$ cat src/rtl/pipe_pkg.sv
// Shared types for the generic pipeline stage register: stage state encoding
// and the occupancy type, plus a helper mapping state to held-beat count.
package pipe_pkg;

  typedef enum logic [1:0] {
    EMPTY = 2'd0,
    ONE   = 2'd1,
    TWO   = 2'd2
  } pipe_state_e;

  typedef logic [1:0] pipe_occ_t;

  function automatic pipe_occ_t occ_of(input pipe_state_e s);
    case (s)
      ONE:     occ_of = 2'd1;
      TWO:     occ_of = 2'd2;
      default: occ_of = 2'd0;
    endcase
  endfunction

endpackage

$ cat src/rtl/pipe_skid_entry.sv
// Load-enabled WIDTH-wide data register with synchronous clear, used for the
// main entry and the optional skid entry of pipe_stage_reg.
module pipe_skid_entry #(
  parameter int WIDTH = 32
) (
  input  logic             clk,
  input  logic             resetn,
  input  logic             i_clear,
  input  logic             i_load,
  input  logic [WIDTH-1:0] i_data,
  output logic [WIDTH-1:0] o_data
);

  logic [WIDTH-1:0] r_data;

  always_ff @(posedge clk) begin
    if (!resetn || i_clear)
      r_data <= '0;
    else if (i_load)
      r_data <= i_data;
  end

  assign o_data = r_data;

endmodule

$ cat src/rtl/pipe_stage_reg.sv
// Generic pipeline stage register with valid/ready handshake and synchronous
// flush. Define PIPE_STAGE_SKID_EN to add the second (skid) entry.
module pipe_stage_reg
  import pipe_pkg::*;
#(
  parameter int WIDTH            = 32,
  parameter bit FLUSH_KEEPS_DATA = 1'b0
) (
  input  logic             clk,
  input  logic             resetn,
  input  logic             in_valid,
  output logic             in_ready,
  input  logic [WIDTH-1:0] in_data,
  output logic             out_valid,
  input  logic             out_ready,
  output logic [WIDTH-1:0] out_data,
  input  logic             flush,
  output logic [1:0]       occupancy
);

  pipe_state_e      r_state;
  pipe_state_e      w_nextState;
  logic             w_inFire;
  logic             w_outFire;
  logic             w_mainLoad;
  logic             w_clearMain;
  logic [WIDTH-1:0] w_mainIn;
  logic [WIDTH-1:0] w_mainData;
`ifdef PIPE_STAGE_SKID_EN
  logic             w_skidLoad;
  logic             w_mainFromSkid;
  logic             r_inReady;
  logic [WIDTH-1:0] w_skidData;
`endif

  assign w_inFire    = in_valid & in_ready;
  assign w_outFire   = out_valid & out_ready;
  assign out_valid   = (r_state != EMPTY);
  assign occupancy   = occ_of(r_state);
  assign w_clearMain = flush & ~FLUSH_KEEPS_DATA;

  always_ff @(posedge clk) begin
    if (!resetn)
      r_state <= EMPTY;
    else
      r_state <= w_nextState;
  end

  // Flush overrides every handshake; no entry loads in a flush cycle.
  always_comb begin
    w_nextState = r_state;
    w_mainLoad  = 1'b0;
`ifdef PIPE_STAGE_SKID_EN
    w_skidLoad     = 1'b0;
    w_mainFromSkid = 1'b0;
`endif
    if (flush) begin
      w_nextState = EMPTY;
    end else begin
      case (r_state)
        EMPTY: begin
          if (w_inFire) begin
            w_nextState = ONE;
            w_mainLoad  = 1'b1;
          end
        end
        ONE: begin
          if (w_inFire && w_outFire)
            w_mainLoad = 1'b1;
          else if (w_outFire)
            w_nextState = EMPTY;
`ifdef PIPE_STAGE_SKID_EN
          else if (w_inFire) begin
            w_nextState = TWO;
            w_skidLoad  = 1'b1;
          end
`endif
        end
`ifdef PIPE_STAGE_SKID_EN
        TWO: begin
          if (w_outFire) begin
            w_nextState    = ONE;
            w_mainLoad     = 1'b1;
            w_mainFromSkid = 1'b1;
          end
        end
`endif
        default: w_nextState = EMPTY;
      endcase
    end
  end

`ifdef PIPE_STAGE_SKID_EN
  assign w_mainIn = w_mainFromSkid ? w_skidData : in_data;

  pipe_skid_entry #(.WIDTH(WIDTH)) u_skidEntry (
    .clk     (clk),
    .resetn  (resetn),
    .i_clear (flush),
    .i_load  (w_skidLoad),
    .i_data  (in_data),
    .o_data  (w_skidData)
  );

  // Registered ready breaks the out_ready -> in_ready path; gated low in reset.
  always_ff @(posedge clk) begin
    if (!resetn)
      r_inReady <= 1'b1;
    else
      r_inReady <= (w_nextState != TWO);
  end

  assign in_ready = r_inReady & resetn;
`else
  assign w_mainIn = in_data;
  assign in_ready = resetn & (~out_valid | out_ready);
`endif

  pipe_skid_entry #(.WIDTH(WIDTH)) u_mainEntry (
    .clk     (clk),
    .resetn  (resetn),
    .i_clear (w_clearMain),
    .i_load  (w_mainLoad),
    .i_data  (w_mainIn),
    .o_data  (w_mainData)
  );

  assign out_data = (out_valid || FLUSH_KEEPS_DATA) ? w_mainData : '0;

endmodule

$ cat config.mk
export PLATFORM = sky130hd
export DESIGN_NAME = pipe_stage_reg
export DESIGN_NICKNAME = d
export VERILOG_FILES = /design/src/rtl/pipe_pkg.sv /design/src/rtl/pipe_skid_entry.sv /design/src/rtl/pipe_stage_reg.sv
export SDC_FILE = /design/constraint.sdc
export NUM_CORES = 1
export LEC_CHECK = 0
export ABC_CLOCK_PERIOD_IN_PS = 1600
export CORE_AREA = 2 2 64 66
export CTS_CLUSTER_DIAMETER = 150
export DETAILED_ROUTE_END_ITERATION = 12
export DIE_AREA = 0 0 66 68
export PLACE_DENSITY = 0.8
export RECOVER_POWER = 100
export SYNTH_ARGS = -nofsm -noshare
export SYNTH_HDL_FRONTEND = slang
export SYNTH_HIERARCHICAL = 1
export SYNTH_SLANG_ARGS = --single-unit
$ cat constraint.sdc
create_clock -name clk -period 1.6 [get_ports clk]
set_input_delay 0.32 -clock clk [delete_from_list [all_inputs] [get_ports clk]]
set_output_delay 0.32 -clock clk [all_outputs]
set_load 0.05 [all_outputs]
* After elaboration in Yosys (flattened, before gate mapping)
Index checks and enable logic that the tools add are counted.
Operators by class: equal/unequal tests 5, mux-type cells 10, bitwise operators 6, reduce and logical (&&, ||, !) cells 7
Operator list (count):
- 32-bit two-way mux | 1
- 2-bit case mux with 2 select lines | 2
- 2-bit two-way mux | 3
- 2-bit inequality test, second input constant | 3
- 1-bit bitwise AND | 3
- 1-bit two-way mux | 3
- 3-bit AND reduction | 1
- 2-bit by 1-bit == test with 1-bit output, second input constant | 1
- 2-bit == test, second input constant | 1
- 2-bit logical NOT | 1
- 1-bit inverter | 2
- 1-bit case mux with 2 select lines | 1
- 2-bit nonzero test | 1
- 2-bit OR reduction | 1
- 1-bit logical AND | 1
- 1-bit logical NOT | 1
- 1-bit logical OR | 1
- 1-bit bitwise OR | 1
Storage, ports and cells: flip-flop bits (word level) 34, input bits 37, logic and storage cells 30

* Depth between registers and ports, before layout
word-level depth 9, mapped depth 6, depth with buffers taken out 4

* Modules after synthesis
The synthesis kept the hierarchy.
Modules (own cells, without submodules):
- pipe_skid_entry | instances 1, cells each 104, area an instance 1173.6 um2
- pipe_stage_reg | instances 1, cells each 45, area an instance 289.0 um2

* Worst setup path before layout
No wires, ideal clock.
kind register -> output, start point register r_state[0], end point output out_data[0], arrival time 1.381 ns, data required time 1.280 ns, slack -0.101 ns, cell stages (with the launch flop) 3, path through dfxtp_1 clkbuf_2 and2_1
On the way: word-level cells in the longest chain between the ends 2
Ends and longest elaborated chain:
- start, declared | RTL line pipe_stage_reg.sv:21 | pipe_state_e r_state;
- start signal, assigned | RTL line pipe_stage_reg.sv:46 | r_state <= w_nextState;
- 2-bit nonzero test | RTL line pipe_stage_reg.sv:38 | assign out_valid = (r_state != EMPTY);
- 32-bit two-way mux | RTL line pipe_stage_reg.sv:128 | assign out_data = (out_valid || FLUSH_KEEPS_DATA) ? w_mainData : '0;
- end, declared | RTL line pipe_stage_reg.sv:16 | output logic [WIDTH-1:0] out_data,
No other way between the ends.

* Worst setup path in the final report
start point input resetn, end point output in_ready
On the way: word-level cells in the longest chain between the ends 1
Ends and longest elaborated chain:
- start, declared | RTL line pipe_stage_reg.sv:10 | input logic resetn,
- 1-bit bitwise AND | RTL line pipe_stage_reg.sv:116 | assign in_ready = resetn & (~out_valid | out_ready);
- end, declared | RTL line pipe_stage_reg.sv:12 | output logic in_ready,
No other way between the ends.

==> flow_summary.toml <==
[run_status]
status = "complete, no violations"

[synthesis]
yosys.cell_types.count = 14
async_reset_ff_frac = 0
synthesis.yosys.warnings = 6
syn_area_um2 = 1463
synth.ff_latch_count = 33
synth_flop_cell = "sky130_fd_sc_hd__dfxtp_1"
synth_fp_nets = 186
post_synth_most_frequent_cells = "sky130_fd_sc_hd__and2_1, sky130_fd_sc_hd__dfxtp_1, sky130_fd_sc_hd__mux2i_1, sky130_fd_sc_hd__nor2_1"
netlist.area_leader.share = 0.4517
yosysSeqAreaShare = 0.4517
synthesis.instances = 149
synth-edff-count = 0
synth_top_cells_by_area = "sky130_fd_sc_hd__dfxtp_1, sky130_fd_sc_hd__mux2i_1, sky130_fd_sc_hd__and2_1, sky130_fd_sc_hd__nor2_1, sky130_fd_sc_hd__buf_12"
post_synth.cell_area_avg_um2 = 9.816
yosys.area.top_type = "sky130_fd_sc_hd__dfxtp_1"

[cts]
cts_htree_levels = 2
cts_tree = "done"
cts.clk_slew.worst_paths_ps = 70
cts.root.buffer_cell = "sky130_fd_sc_hd__clkbuf_8"
ctsHoldBuffers = 0
clock_insertion_delay_worst_skew_ps = 280
cts-buffers-inserted = 5
tritoncts_num_sinks = 33
cts-root-to-sink-buffers = 2

[finish]
num_antenna_cells = 0
final_nets = 262
post_route_cells_drive_above_1_share = 0.2566
synthToLayoutAreaGrowth_pct = 87.17
final_cells = 276

[timing]
report.final.hold_viol_count = 0
timing.fmax_mhz = 639.4
setup_viol = 0
final_critical_delay_including_setup_and_external_delays_ps = 1564
finalWorstSetupSlack_ps = 36.08
timing.final.crit_share = 0.9775
fin_skew_ps = 5.284
timing_max_transition_violations_final = 0
hold_ws_ps = 442.2

[floorplan]
floorplan.die_area_um2 = 4488
floorplan_die_height_um = 68
starting_density_of_the_core = 0.3793
placementRows = 23
ios = 73
core-area_um2 = 3856
dieWidth_um = 66

[global_routing]
first_global_vias = 1239
grt_pass1_wl_mm = 5.582
grt.overflow.total = 0
total_global_route_track_usage = 0.1637
grt_max_degree = 35
antenna_violations_before_repair = 0

[power_and_ir_drop]
power.leakage_nw = 1.056
p_per_area_nw_per_um2 = 650.9
ir_worst_vdd_uv = 623.4

[worst_setup_path]
worst_setup_path_start_kind = "input port"
worst-r2r-cell-count = 6
timing.reg2reg.setup_slack_ps = 290
timing.rr.end = "u_mainEntry/o_data[15]"
timing.critical_path.fanout_max = 2
critical_path.reg2reg.startpoint = "r_state[0]"
critical_path_arrival_ps = 1240
end_kind = "primary output"
criticalPathCategory = "in2out"
crit_required_ps = 1280

[placement]
dp_cells = 265
port-buffer-count = 71
gp_congestion = 0.6395
pre_cts_setup_slack_ps = -288.4

[routing]
vias = 1216
wl_per_cell_um = 12.58
first_pass_iters = 2
drc_errors = 0
avgViaCountPerCell = 4.406
drt_iter0_markers = 24
totalWireLength_mm = 3.473
antenna_left = 0

[flow_run]
cap_viol_max_count = 0

[worst_hold_path]
worst_hold_check_path_type = "in2reg"
min_delay_worst_endpoint = "r_state[0]"
hold_path_startpoint = "out_ready"
hold-path-cell-count = 4
==> report_power, final <==
part | switching (mW) | internal, mW
combinational | 0.101 | 0.158
sequential | 0.00645 | 0.834
clock | 0.294 | 0.388
total | 0.402 | 1.38
==> layout make-up <==
class / count / area (µm²)
clock inverter: 1 / 5.005
multi-input combinational: 103 / 710.7
inverter: 1 / 3.754
timing repair buffer: 81 / 1197
clock buffer: 7 / 96.34
tap: 50 / 62.56
fill: 276 / 1119
sequential: 33 / 661.9
==> sequential cells by signal (all words and copies together) (netlist names) <==
signal,cells
r_state,1
u_mainEntry/o_data,32
==> how the worst max path moves through the flow <==
| stage | startpoint | endpoint | slack [ps] | cells after the start |
|---|---|---|---|---|
| 2_1_floorplan | r_state[0] | out_data[0] | 120 | 2 |
| 6_report | resetn | in_ready | 40 | 4 |
| 3_3_place_gp | flush | u_mainEntry/o_data[18] | -200 | 6 |
| 4_1_cts | r_state[0] | out_data[5] | 0.5 | 3 |
| 5_1_grt | resetn | u_mainEntry/o_data[25] | -6 | 7 |
| 3_5_place_dp | flush | u_mainEntry/o_data[22] | -290 | 6 |
==> routing by layer <==
layer  track usage  wire [µm]  vias to the layer above
li1              -          -                      621
met1        0.1898       1450                      543
met2        0.2790       1689                       45
met3       0.05921        281                        7
met4       0.06122         52                        0
met5             0          0                        -
==> critical path, stage by stage <==
cell	delay, ps
sky130_fd_sc_hd__clkdlybuf4s50_1	520
sky130_fd_sc_hd__buf_4	130
sky130_fd_sc_hd__and2_4	140
sky130_fd_sc_hd__buf_12	130
==> kinds of logic after synthesis <==
| kind of cell | count (synthesis) | share of synthesized area |
|---|---|---|
| DFF | 33 | 0.4517 |
| AOI/OAI and AO/OA | 1 | 0.003418 |
| buffers and inverters | 13 | 0.08211 |
| other | 1 | 0.002564 |
| muxes | 32 | 0.2190 |
| and+or+nand+nor | 69 | 0.2412 |
==> what timing repair did <==
item | 4_1_cts | 5_1_grt
setup buffers | 0 | 2
pin swaps | 1 | 1
endpoints found under the setup margin | 33 | 61
cloned | 0 | 1
gates resized for setup | 3 | 6
==> metrics by stage <==
step | instance area (µm²) | setup TNS, ps | utilization | total power [mW]
6_report | 2738 | 0 | 0.7099 | 1.782
5_1_grt | 2738 | -5.695 | 0.7099 | 1.850
3_5_place_dp | 2554 | -7505 | 0.6622 | 1.099
4_1_cts | 2669 | 0 | 0.6921 | 1.782
3_3_place_gp | 2554 | -5804 | 0.6622 | 1.096
2_1_floorplan | 1464 | 0 | - | 0.9714
==> layout by cell type, fill, tap and decap left out <==
| cell | instances |
|---|---|
| sky130_fd_sc_hd__buf_6 | 1 |
| sky130_fd_sc_hd__buf_12 | 38 |
| sky130_fd_sc_hd__buf_4 | 5 |
| sky130_fd_sc_hd__nor2_1 | 32 |
| sky130_fd_sc_hd__clkbuf_16 | 1 |
| sky130_fd_sc_hd__clkdlybuf4s50_1 | 35 |
| sky130_fd_sc_hd__dlymetal6s2s_1 | 1 |
| sky130_fd_sc_hd__dfxtp_1 | 32 |
| sky130_fd_sc_hd__clkbuf_8 | 7 |
| sky130_fd_sc_hd__and2_1 | 32 |
| sky130_fd_sc_hd__inv_1 | 1 |
| sky130_fd_sc_hd__nand2b_4 | 2 |
| sky130_fd_sc_hd__and2_4 | 1 |
| sky130_fd_sc_hd__conb_1 | 1 |
| sky130_fd_sc_hd__mux2i_1 | 32 |
| sky130_fd_sc_hd__nor3b_4 | 1 |
| sky130_fd_sc_hd__nand2b_1 | 1 |
| sky130_fd_sc_hd__a21oi_1 | 1 |
| sky130_fd_sc_hd__clkinv_2 | 1 |
| sky130_fd_sc_hd__dfxtp_2 | 1 |
(Power assumes the default switching activity.)
